`config.mk`:
```
export PLATFORM = sky130hd
export DESIGN_NAME = multicycle_adder
export DESIGN_NICKNAME = d
export VERILOG_FILES = /design/src/rtl/adder_pkg.sv /design/src/rtl/chunk_adder.sv /design/src/rtl/multicycle_adder.sv
export SDC_FILE = /design/constraint.sdc
export NUM_CORES = 1
export LEC_CHECK = 0
export ABC_CLOCK_PERIOD_IN_PS = 3800
export BUFFER_PORTS_ARGS = -buffer_cell sky130_fd_sc_hd__buf_2
export CAP_MARGIN = 20
export CORE_MARGIN = 3
export CORE_UTILIZATION = 55
export CTS_CLUSTER_DIAMETER = 50
export DETAILED_ROUTE_END_ITERATION = 12
export HOLD_SLACK_MARGIN = 0.12
export PLACE_DENSITY = 0.9
export REMOVE_ABC_BUFFERS = 1
export SYNTH_ARGS = -nofsm -noshare
export SYNTH_HDL_FRONTEND = slang
export SYNTH_SLANG_ARGS = --single-unit
```
`constraint.sdc`:
```
create_clock -name clk_in -period 3.8 [get_ports clk_in]
set_input_delay 0.19 -clock clk_in [delete_from_list [all_inputs] [get_ports clk_in]]
set_output_delay 0.19 -clock clk_in [all_outputs]
set_load 0.005 [all_outputs]
```
`src/rtl/adder_pkg.sv`:
```
// Shared types and helpers for the multicycle adder: FSM state encoding and a
// constant-evaluable ceil(log2) for sizing the chunk counter.
package adder_pkg;

  localparam int unsigned STATE_W = 2;

  typedef logic [STATE_W-1:0] state_t;

  localparam state_t ST_IDLE = 2'd0;
  localparam state_t ST_ADD  = 2'd1;
  localparam state_t ST_DONE = 2'd2;

  function automatic int unsigned clog2(input int unsigned value);
    int unsigned v;
    int unsigned r;
    v = (value > 0) ? value - 1 : 0;
    r = 0;
    while (v > 0) begin
      r++;
      v = v >> 1;
    end
    return r;
  endfunction

endpackage

```
`src/rtl/chunk_adder.sv`:
```
// Combinational CHUNK-bit adder slice; also exposes the carry into its MSB so
// the caller can derive two's-complement overflow on the top chunk.
module chunk_adder #(
  parameter int unsigned CHUNK = 8
) (
  input  logic [CHUNK-1:0] a_i,
  input  logic [CHUNK-1:0] b_i,
  input  logic             cin_i,
  output logic [CHUNK-1:0] sum_o,
  output logic             cout_o,
  output logic             msb_cin_o
);

  localparam int unsigned FULL_W = CHUNK + 1;

  logic [CHUNK:0] full;

  always_comb begin
    full = {1'b0, a_i} + {1'b0, b_i} + FULL_W'(cin_i);
  end

  assign sum_o     = full[CHUNK-1:0];
  assign cout_o    = full[CHUNK];
  // Sum bit = a ^ b ^ carry_in, so the carry into the MSB falls out by XOR.
  assign msb_cin_o = a_i[CHUNK-1] ^ b_i[CHUNK-1] ^ full[CHUNK-1];

endmodule

```
`src/rtl/multicycle_adder.sv`:
```
// Sequential WIDTH-bit adder, CHUNK bits per cycle with a registered carry.
// Optional MULTICYCLE_ADDER_OVF_EN adds overflow_out (signed overflow).
module multicycle_adder
  import adder_pkg::*;
#(
  parameter int unsigned WIDTH = 32,
  parameter int unsigned CHUNK = 8
) (
  input  logic             clk_in,
  input  logic             rst_in,
  input  logic             start_in,
  input  logic [WIDTH-1:0] a_in,
  input  logic [WIDTH-1:0] b_in,
  input  logic             carry_in,
  output logic             busy_out,
  output logic             done_out,
  output logic [WIDTH-1:0] sum_out,
`ifdef MULTICYCLE_ADDER_OVF_EN
  output logic             overflow_out,
`endif
  output logic             carry_out
);

  localparam int unsigned NCHUNK = WIDTH / CHUNK;
  localparam int unsigned CNT_W  = (NCHUNK > 1) ? clog2(NCHUNK) : 1;

  state_t             state_q, state_d;
  logic [CNT_W-1:0]   cnt_q, cnt_d;
  logic [WIDTH-1:0]   a_q, a_d;
  logic [WIDTH-1:0]   b_q, b_d;
  logic               carry_q, carry_d;
  logic [WIDTH-1:0]   work_q, work_d;
  logic [WIDTH-1:0]   sum_q, sum_d;
  logic               cout_q, cout_d;
  logic               busy_q, busy_d;
  logic               done_q, done_d;

  logic [CHUNK-1:0]   op_a, op_b, ch_sum;
  logic               ch_cout, ch_msb_cin;

  // Select the current chunk of each captured operand.
  always_comb begin
    op_a = '0;
    op_b = '0;
    for (int unsigned i = 0; i < NCHUNK; i++) begin
      if (cnt_q == CNT_W'(i)) begin
        op_a = a_q[i*CHUNK +: CHUNK];
        op_b = b_q[i*CHUNK +: CHUNK];
      end
    end
  end

  chunk_adder #(
    .CHUNK(CHUNK)
  ) u_chunk_adder (
    .a_i      (op_a),
    .b_i      (op_b),
    .cin_i    (carry_q),
    .sum_o    (ch_sum),
    .cout_o   (ch_cout),
    .msb_cin_o(ch_msb_cin)
  );

`ifdef MULTICYCLE_ADDER_OVF_EN
  logic ovf_q, ovf_d;
`else
  logic unused_msb_cin;
  assign unused_msb_cin = ch_msb_cin;
`endif

  // Next-state and registered-output logic.
  always_comb begin
    state_d = state_q;
    cnt_d   = cnt_q;
    a_d     = a_q;
    b_d     = b_q;
    carry_d = carry_q;
    work_d  = work_q;
    sum_d   = sum_q;
    cout_d  = cout_q;
    busy_d  = 1'b0;
    done_d  = 1'b0;
`ifdef MULTICYCLE_ADDER_OVF_EN
    ovf_d   = ovf_q;
`endif

    case (state_q)
      ST_IDLE, ST_DONE: begin
        if (start_in) begin
          a_d     = a_in;
          b_d     = b_in;
          carry_d = carry_in;
          cnt_d   = '0;
          state_d = ST_ADD;
          busy_d  = 1'b1;
        end else begin
          state_d = ST_IDLE;
        end
      end
      ST_ADD: begin
        for (int unsigned i = 0; i < NCHUNK; i++) begin
          if (cnt_q == CNT_W'(i)) begin
            work_d[i*CHUNK +: CHUNK] = ch_sum;
          end
        end
        carry_d = ch_cout;
        if (cnt_q == CNT_W'(NCHUNK - 1)) begin
          state_d = ST_DONE;
          done_d  = 1'b1;
          sum_d   = work_d;
          cout_d  = ch_cout;
`ifdef MULTICYCLE_ADDER_OVF_EN
          ovf_d   = ch_cout ^ ch_msb_cin;
`endif
        end else begin
          cnt_d  = cnt_q + CNT_W'(1);
          busy_d = 1'b1;
        end
      end
      default: state_d = ST_IDLE;
    endcase
  end

  always_ff @(posedge clk_in) begin
    if (rst_in) begin
      state_q <= ST_IDLE;
      cnt_q   <= '0;
      a_q     <= '0;
      b_q     <= '0;
      carry_q <= 1'b0;
      work_q  <= '0;
      sum_q   <= '0;
      cout_q  <= 1'b0;
      busy_q  <= 1'b0;
      done_q  <= 1'b0;
`ifdef MULTICYCLE_ADDER_OVF_EN
      ovf_q   <= 1'b0;
`endif
    end else begin
      state_q <= state_d;
      cnt_q   <= cnt_d;
      a_q     <= a_d;
      b_q     <= b_d;
      carry_q <= carry_d;
      work_q  <= work_d;
      sum_q   <= sum_d;
      cout_q  <= cout_d;
      busy_q  <= busy_d;
      done_q  <= done_d;
`ifdef MULTICYCLE_ADDER_OVF_EN
      ovf_q   <= ovf_d;
`endif
    end
  end

  assign busy_out  = busy_q;
  assign done_out  = done_q;
  assign sum_out   = sum_q;
  assign carry_out = cout_q;
`ifdef MULTICYCLE_ADDER_OVF_EN
  assign overflow_out = ovf_q;
`endif

endmodule
```
# == Word-level counts from Yosys, hierarchy flattened ==
# Index checks and enable logic that the tools add are counted.
# op_classes
addsub,3
n_reduce_logical,9
n_eq_ne,8
muxes,24
n_bitwise,1
# ops
op,n
8-bit two-way mux,12
8-bit by 8-bit adder with 9-bit output,1
9-bit by 1-bit adder with 9-bit output,1
2-bit case mux with 2 select lines,2
2-bit equality test (second input constant),3
2-bit two-way mux,3
2-bit != test (second input constant),3
2-bit AND reduction,3
1-bit two-way mux,5
2-bit by 1-bit equality test with 1-bit output (second input constant),2
2-bit zero test,2
1-bit case mux with 2 select lines,2
2-bit OR reduction,2
3-bit AND reduction,1
2-bit by 1-bit adder with 2-bit output (second input constant),1
2-bit nonzero test,1
1-bit NOT,1
# word_totals
elab_cells,55
register_bits,136
out_inout_bits,35

# == Depth between registers and ports, before layout ==
# Gate-level depths: netlist of run 1.
# depth
depth_word,8
depth_mapped,17
depth_no_buf,15

# == By module ==
# Synthesis of run 1 repeated with hierarchy kept, for this count alone.
# hier_totals
cells_unflattened,648
area_unflattened_um2,5556.6
# modules_own_cells
mod,seq_area_each_um2,cells_per_inst,area_per_inst_um2,instances
multicycle_adder,2562.5,605,5211.2,1
chunk_adder,0.0,43,345.3,1

# == Worst setup path after synthesis of run 1 ==
# OpenSTA, ideal clock, no wires.
# synth_timing
path_kind,reg2reg
start,register cnt_q[0]
end,register sum_q[14] (netlist: sum_out[14])
t_arrival_ns,3.186
path_stages_with_launch,17
synth_period_minus_slack_ns,3.272
n_path_buf,2
setup_time_ns,0.086
t_required_ns,3.714
setup_slack_ns,0.528
path_cell_list,dfxtp_1 -> inv_1 -> ha_1 -> clkbuf_1 -> clkbuf_1 -> a21oi_1 -> a21oi_1 -> nor2_1 -> a21oi_1 -> fa_1 -> inv_1 -> fa_1 -> a21o_1 -> a221oi_2 -> xnor2_2 -> mux2i_1 -> a211oi_1
# synth_via
elab_chain_len,8
word_cells_on_any_way,16
cone_classes,add/sub (2); eq/ne (3); mux (9); reduce/logical (2)
# synth_lines
element,line,rtl
start: declaration,multicycle_adder.sv:28,"logic [CNT_W-1:0] cnt_q, cnt_d;"
start signal: assignment,multicycle_adder.sv:141,cnt_q <= cnt_d;
2-bit zero test,multicycle_adder.sv:46,if (cnt_q == CNT_W'(i)) begin
8-bit two-way mux (4 in series),multicycle_adder.sv:46,
8-bit by 8-bit adder with 9-bit output,chunk_adder.sv:19,"full = {1'b0, a_i} + {1'b0, b_i} + FULL_W'(cin_i);"
9-bit by 1-bit adder with 9-bit output,chunk_adder.sv:19,
8-bit two-way mux,multicycle_adder.sv:102,if (cnt_q == CNT_W'(i)) begin
end signal: assignment,multicycle_adder.sv:146,sum_q <= sum_d;
end: declaration,multicycle_adder.sv:33,"logic [WIDTH-1:0] sum_q, sum_d;"
# Several ways; a longest one is shown, not always the timed one.
# A chain may end at the register's enable or synchronous reset.

# == Final worst setup path of run 1 ==
# layout_timing
start,register cnt_q[0]
end,register sum_q[22] (netlist: sum_out[22])
# Same word-level chain as after synthesis.

==> metrics, run 1 <==
minimum clock period 3.40 ns; First DRT Iteration DRCs 441; Clock Latency Late Sink 0.52 ns; Power, Total 3340 uW; Core Area 0.00986 sq mm; Clk pin slew, worst setup/hold paths 0.06 ns; Final Max Slew Viols 0; Placed Instance Area 0.00618 sq mm; Filler Cell Count 678; max-cap viol count 0; final hold vios 0; pre-CTS setup slack 0.433 ns; final period utilization 89.4%; first-pass GRT wire length 25700 microns; PwrDens 453 mW/mm^2; Seq. cell area 0.00256 sq mm; Post-Synthesis Cells 721; Worst setup EP type flop; most common cell after layout, fill and taps aside nand2_1; P&R area growth vs syn 31.2%; starting density of the core 56.9%; CP max stage cell dfxtp_1; setup violators final 0; Slew HR 31.5%; H-Tree Level Count 4; Critical Path Max Stage Delay 0.40 ns; Least-Margin Pin Slew 1.03 ns; io pins 103; CP arrival 3.82 ns; Remaining Overflow, GRT 0; TritonRoute pass-1 iters 5; ANT cells 0; Data required, critical path 4.23 ns; Final nets 942; initial antenna violation count 0; synth warn 0; critical path type reg2reg; sequential-to-total area share from yosys stat 45.7%; port bufs 102; Die X 107 microns; post-synthesis cell type count 35; row count 36; IR drop worst, VDD 0.316 mV; most frequent CP cell a21oi_1; die footprint 0.0115 sq mm; min-delay worst type in2reg; final wirelength 15800 microns; Top Family by Delay on Critical Path compound AO/OA/AOI/OAI gates; Sum Neg Setup Slack 0 ns; TritonCTS clock tree yes; clk root buf clkbuf_8; routed len/inst 15.7 microns; final cell area excluding filler cells 0.00736 sq mm; area fraction of the dominant cell type after synthesis 45.7%; layout cells sized above 1 17.8%; post-CTS setup buffers 0; vias in the first global route 5415; Chip Height 107 microns; f_max 0.294 GHz; routed vias 5568; Critical path buffers and inverters 2; CP startpoint kind flop; clock skew 0.00721 ns; RSZ-0062 raised after global routing no; total CTS buffers 17; GRT Overall Usage 28.1%; Setup WS post-layout 0.403 ns; clock sink count 128; RePlAce Congestion 0.862; antenna violation net count after detailed routing 0; Via density 5.53; area of the multi-input gates 0.00281 sq mm; status completed; largest net degree at the start of global routing 79; worst path cell trace inv_1 > ha_1 > nand3b_1 > a21oi_1 > a21oi_1 > nor2_1 > a21oi_1 > fa_1 > inv_1 > fa_1 > a21o_1 > a221oi_2 > xnor2_2 > mux2i_1 > a211oi_1; DRC violations left 0; Static Leakage 0.00293 uW; most frequent cells in the layout 219 x nand2_1, 135 x a21oi_1, 128 x dfxtp_1; Clock Path Buffers 2; Seq cells post-synth 128; area leader, netlist dfxtp_1; syn avg cell area 7.78 sq um; dpl hpwl 8730 microns; top cells by area, synth dfxtp_1 46%, nand2_1 15%, a21oi_1 12%; synthesized area 0.00561 sq mm; crit-path max FO 12; fin util 74.6%
==> sequential cells by signal (all words and copies together) (netlist names) <==
signal / flops
a_q: 32
b_q: 32
busy_out: 1
carry_out: 1
carry_q: 1
cnt_q: 2
done_out: 1
state_q: 2
sum_out: 32
work_q: 24
==> synth_stat cells <==
cell type,n
a2111oi_4,1
a211oi_1,24
a21o_1,3
a21oi_1,135
a221oi_2,2
a311oi_1,3
and2_1,4
and3_1,1
and3b_1,1
buf_1,8
buf_2,8
clkbuf_1,42
dfxtp_1,128
fa_1,2
ha_1,11
inv_1,7
mux2_4,1
mux2i_1,15
nand2_1,219
nand2b_1,6
nand3b_1,17
nor2_1,37
nor2b_1,3
nor3_1,2
nor3b_1,2
o211ai_1,7
o21a_1,3
o21ai_0,19
o21ai_1,3
o21bai_1,1
o311ai_4,1
o31ai_4,1
or3_1,1
xnor2_1,2
xnor2_2,1
==> path summary, 6_finish.rpt <==
path                                         startpoint                  endpoint  slack (ns)  depth (start not counted)
worst max-delay path              cnt_q[0]$_SDFFE_PP0P_  sum_out[22]$_SDFFE_PP0P_        0.40                         15
worst min-delay path                           start_in      a_q[16]$_SDFFE_PP0P_        0.22                          4
worst max register to register    cnt_q[0]$_SDFFE_PP0P_  sum_out[22]$_SDFFE_PP0P_        0.40                         15
worst min register to register  sum_out[8]$_SDFFE_PP0P_   sum_out[8]$_SDFFE_PP0P_        0.45                          2
==> final cells by class <==
class,instances,area share (%)
Sequential cell,128,34.8
Timing Repair Buffer,179,17.2
Clock buffer,19,6.00
Clock inverter,13,1.22
Tap cell,133,2.26
Multi-Input combinational cell,528,38.1
Inverter,7,0.357
==> logic make-up after synthesis <==
family          Yosys count  share of synthesized area (%)
simple gates            293                           21.7
compound gates          203                           21.4
flops                   128                           45.7
buf+inv                  65                           4.53
mux                      16                           2.94
fa+ha+maj                13                           3.17
xor+xnor                  3                          0.602
==> stage by stage <==
stage	hold slack [ns]	cells
floorplan	0.259	663
global placement	0.435	910
detailed placement	0.437	910
CTS	0.204	1007
global route	0.240	1007
finish	0.224	1007
==> per-layer routing <==
| metal | wire (microns) | track usage (%) |
|---|---|---|
| met3 | 1060 | 7.10 |
| met2 | 8090 | 50.7 |
| met1 | 6340 | 32.5 |
| met4 | 279 | 8.86 |
| met5 | 0 | 0 |
==> where the power goes <==
group	internal, uW	switching, uW	total (uW)
combinational	195	264	458
clock	832	615	1450
sequential	1400	33.0	1430
total	2420	912	3340
==> worst register-to-register path, delay by kind of cell (launching register included) <==
family	cells	cell delay [ns]
xor gates and xnor gates	1	0.22
and+or+nand+nor	2	0.21
buffers and inverters	2	0.16
muxes	1	0.13
adders and majority gates	3	0.99
DFF	1	0.40
AOI/OAI and AO/OA	6	1.20
==> repair_timing <==
action,in CTS,in global routing
endpoints found under the hold margin,65,0
hold buffers,65,0
gates resized for setup,0,0
No activity file was read; power rests on OpenSTA's default activity.
==> inputs of run 2 (changes only) <==
- REMOVE_ABC_BUFFERS: 1 -> not set
==> metrics, run 2 (synthesized netlist as in run 1, its figures left out) <==
port bufs 102 (unchanged); CP Capture Point sum_out[5]$_SDFFE_PP0P_; TritonRoute pass-1 iters 8 (+3); Clock Path Buffers 2 (unchanged); Slew HR 44.1% (+13 points); Clock Latency Late Sink 0.52 ns (about the same); hold depth 4 (unchanged); Critical path buffers and inverters 1 (-1); Clk pin slew, worst setup/hold paths 0.06 ns (about the same); DRC violations left 0 (unchanged); final hold vios 0 (unchanged); Worst setup EP type flop; IR drop worst, VDD 0.261 mV (-17%); Data required, critical path 4.22 ns (about the same); Setup WS post-layout 0.260 ns (-0.143 ns); row count 36 (unchanged); Top Family by Delay on Critical Path compound AO/OA/AOI/OAI gates; clock skew 0.00930 ns (+0.00209 ns); setup violators final 0 (unchanged); die footprint 0.0115 sq mm (unchanged); fin util 75.3% (+0.68 points); dpl hpwl 9450 microns (+8.2%); routed vias 5677 (+2.0%); pre-CTS setup slack 0.367 ns (-0.0657 ns); CP max stage cell dfxtp_1; H-Tree Level Count 4 (unchanged); total CTS buffers 17 (unchanged); critical path depth 12 (-3); f_max 0.282 GHz (-4.0%); worst hold path startpoint start_in; Remaining Overflow, GRT 0 (unchanged); Worst R2R Setup Slack 0.26 ns (-0.14 ns); critical path type reg2reg; Die X 107 microns (unchanged); PwrDens 475 mW/mm^2 (+4.8%); P&R area growth vs syn 32.4%; starting density of the core 56.9% (unchanged); RSZ-0062 raised after global routing no; initial antenna violation count 1 (+1); layout cells sized above 1 17.8% (unchanged); io pins 103 (unchanged); Final Max Slew Viols 0 (unchanged); Filler Cell Count 651 (-4.0%); crit-path max FO 17 (+5); routed len/inst 16.5 microns (+5.6%); Static Leakage 0.00297 uW (+1.5%); reg2reg start cnt_q[0]$_SDFFE_PP0P_; antenna violation net count after detailed routing 0 (unchanged); first-pass GRT wire length 27200 microns (+5.9%); First DRT Iteration DRCs 496 (+12%); TritonCTS clock tree yes; GRT Overall Usage 29.9% (+1.8 points); final wirelength 16700 microns (+5.7%); CP startpoint kind flop; clk root buf clkbuf_8; status completed; clock sink count 128 (unchanged); most frequent cells in the layout 219 x nand2_1, 135 x a21oi_1, 128 x dfxtp_1; Via density 5.63 (+1.9%); vias in the first global route 5549 (+2.5%); Sum Neg Setup Slack 0 ns (unchanged); CP Launch Point cnt_q[0]$_SDFFE_PP0P_; syn_nets 802; Placed Instance Area 0.00616 sq mm (-0.36%); Critical Path Max Stage Delay 0.41 ns (about the same); max-cap viol count 0 (unchanged); largest net degree at the start of global routing 86 (+8.9%); Final nets 942 (unchanged); worst path cell trace ha_2 > buf_4 > nand2_1 > a21oi_1 > a21oi_1 > o21ai_0 > ha_1 > and3b_1 > o21a_1 > o311ai_4 > mux2i_1 > a211oi_1; worst reg-to-reg path cell count 12 (-3); minimum clock period 3.54 ns (+0.143 ns); post-CTS setup buffers 0 (unchanged); Chip Height 107 microns (unchanged); CP arrival 3.96 ns (+0.14 ns); Least-Margin Pin Slew 0.839 ns (-0.189 ns); Critical R2R Capture sum_out[5]$_SDFFE_PP0P_; final cell area excluding filler cells 0.00743 sq mm (+0.92%); WHS 0.139 ns (-0.0855 ns); Core Area 0.00986 sq mm (unchanged); most frequent CP cell a21oi_1; final period utilization 93.2% (+3.8 points); RePlAce Congestion 0.848 (-1.6%); most common cell after layout, fill and taps aside nand2_1; min-delay worst type in2reg
run 2: changes by cell type in the layout (fill, tap and decap cells not counted), sizes merged:
cell,delta
clkinvlp,-4
clkinv,+1
bufinv,+3
diode,+1
run 2: per-layer routing:
metal / share of wire [%] / wire length [microns] / vias up / global-route usage (%)
met5: 0 / 0 / - / 0.476
met4: 3.8 / 629 / 0 / 13.2
met3: 5.9 / 980 / 65 / 6.26
met2: 51 / 8480 / 269 / 51.4
met1: 40 / 6590 / 2622 / 35.9
li1: - / - / 2721 / -
run 2: worst min-delay path: cells and delay by family:
family | cells | cell delay [ns]
buffers and inverters | 1 | 0.10
and+or+nand+nor | 2 | 0.27
AOI/OAI and AO/OA | 1 | 0.05
run 2: area by class of cell:
class | count | area (sq um) | area share [%]
Antenna cell | 1 | 2.50 | 0.0337
Tap cell | 133 | 166 | 2.24
Clock inverter | 13 | 163 | 2.19
Inverter | 7 | 26.3 | 0.354
Multi-Input combinational cell | 528 | 2810 | 37.8
Timing Repair Buffer | 179 | 1270 | 17.0
Sequential cell | 128 | 2560 | 34.5
Clock buffer | 19 | 432 | 5.81
run 2: metrics by stage:
stage	power [uW]	cells
finish	3530	1008
global route	3640	1008
CTS	3490	1006
detailed placement	1850	909
global placement	1840	909
floorplan	1730	721
run 2: how the worst min path moves through the flow:
stage	slack [ns]	endpoint
after floorplan	0.33	a_q[0]$_SDFFE_PP0P_
after global placement	0.44	a_q[22]$_SDFFE_PP0P_
after detailed placement	0.44	a_q[13]$_SDFFE_PP0P_
after CTS	0.22	b_q[25]$_SDFFE_PP0P_
after global routing	0.16	b_q[8]$_SDFFE_PP0P_
final	0.14	b_q[8]$_SDFFE_PP0P_
run 2: what timing repair did:
item                                   CTS  global route
hold buffers                            65             0
setup endpoints to repair                0            11
endpoints found under the hold margin   65             0
gates resized for setup                  0             2
run 2: where the power goes:
group | switching [uW] | total (uW) | internal, uW
sequential | 35.2 | 1430 | 1400
combinational | 273 | 471 | 198
clock | 606 | 1620 | 1020
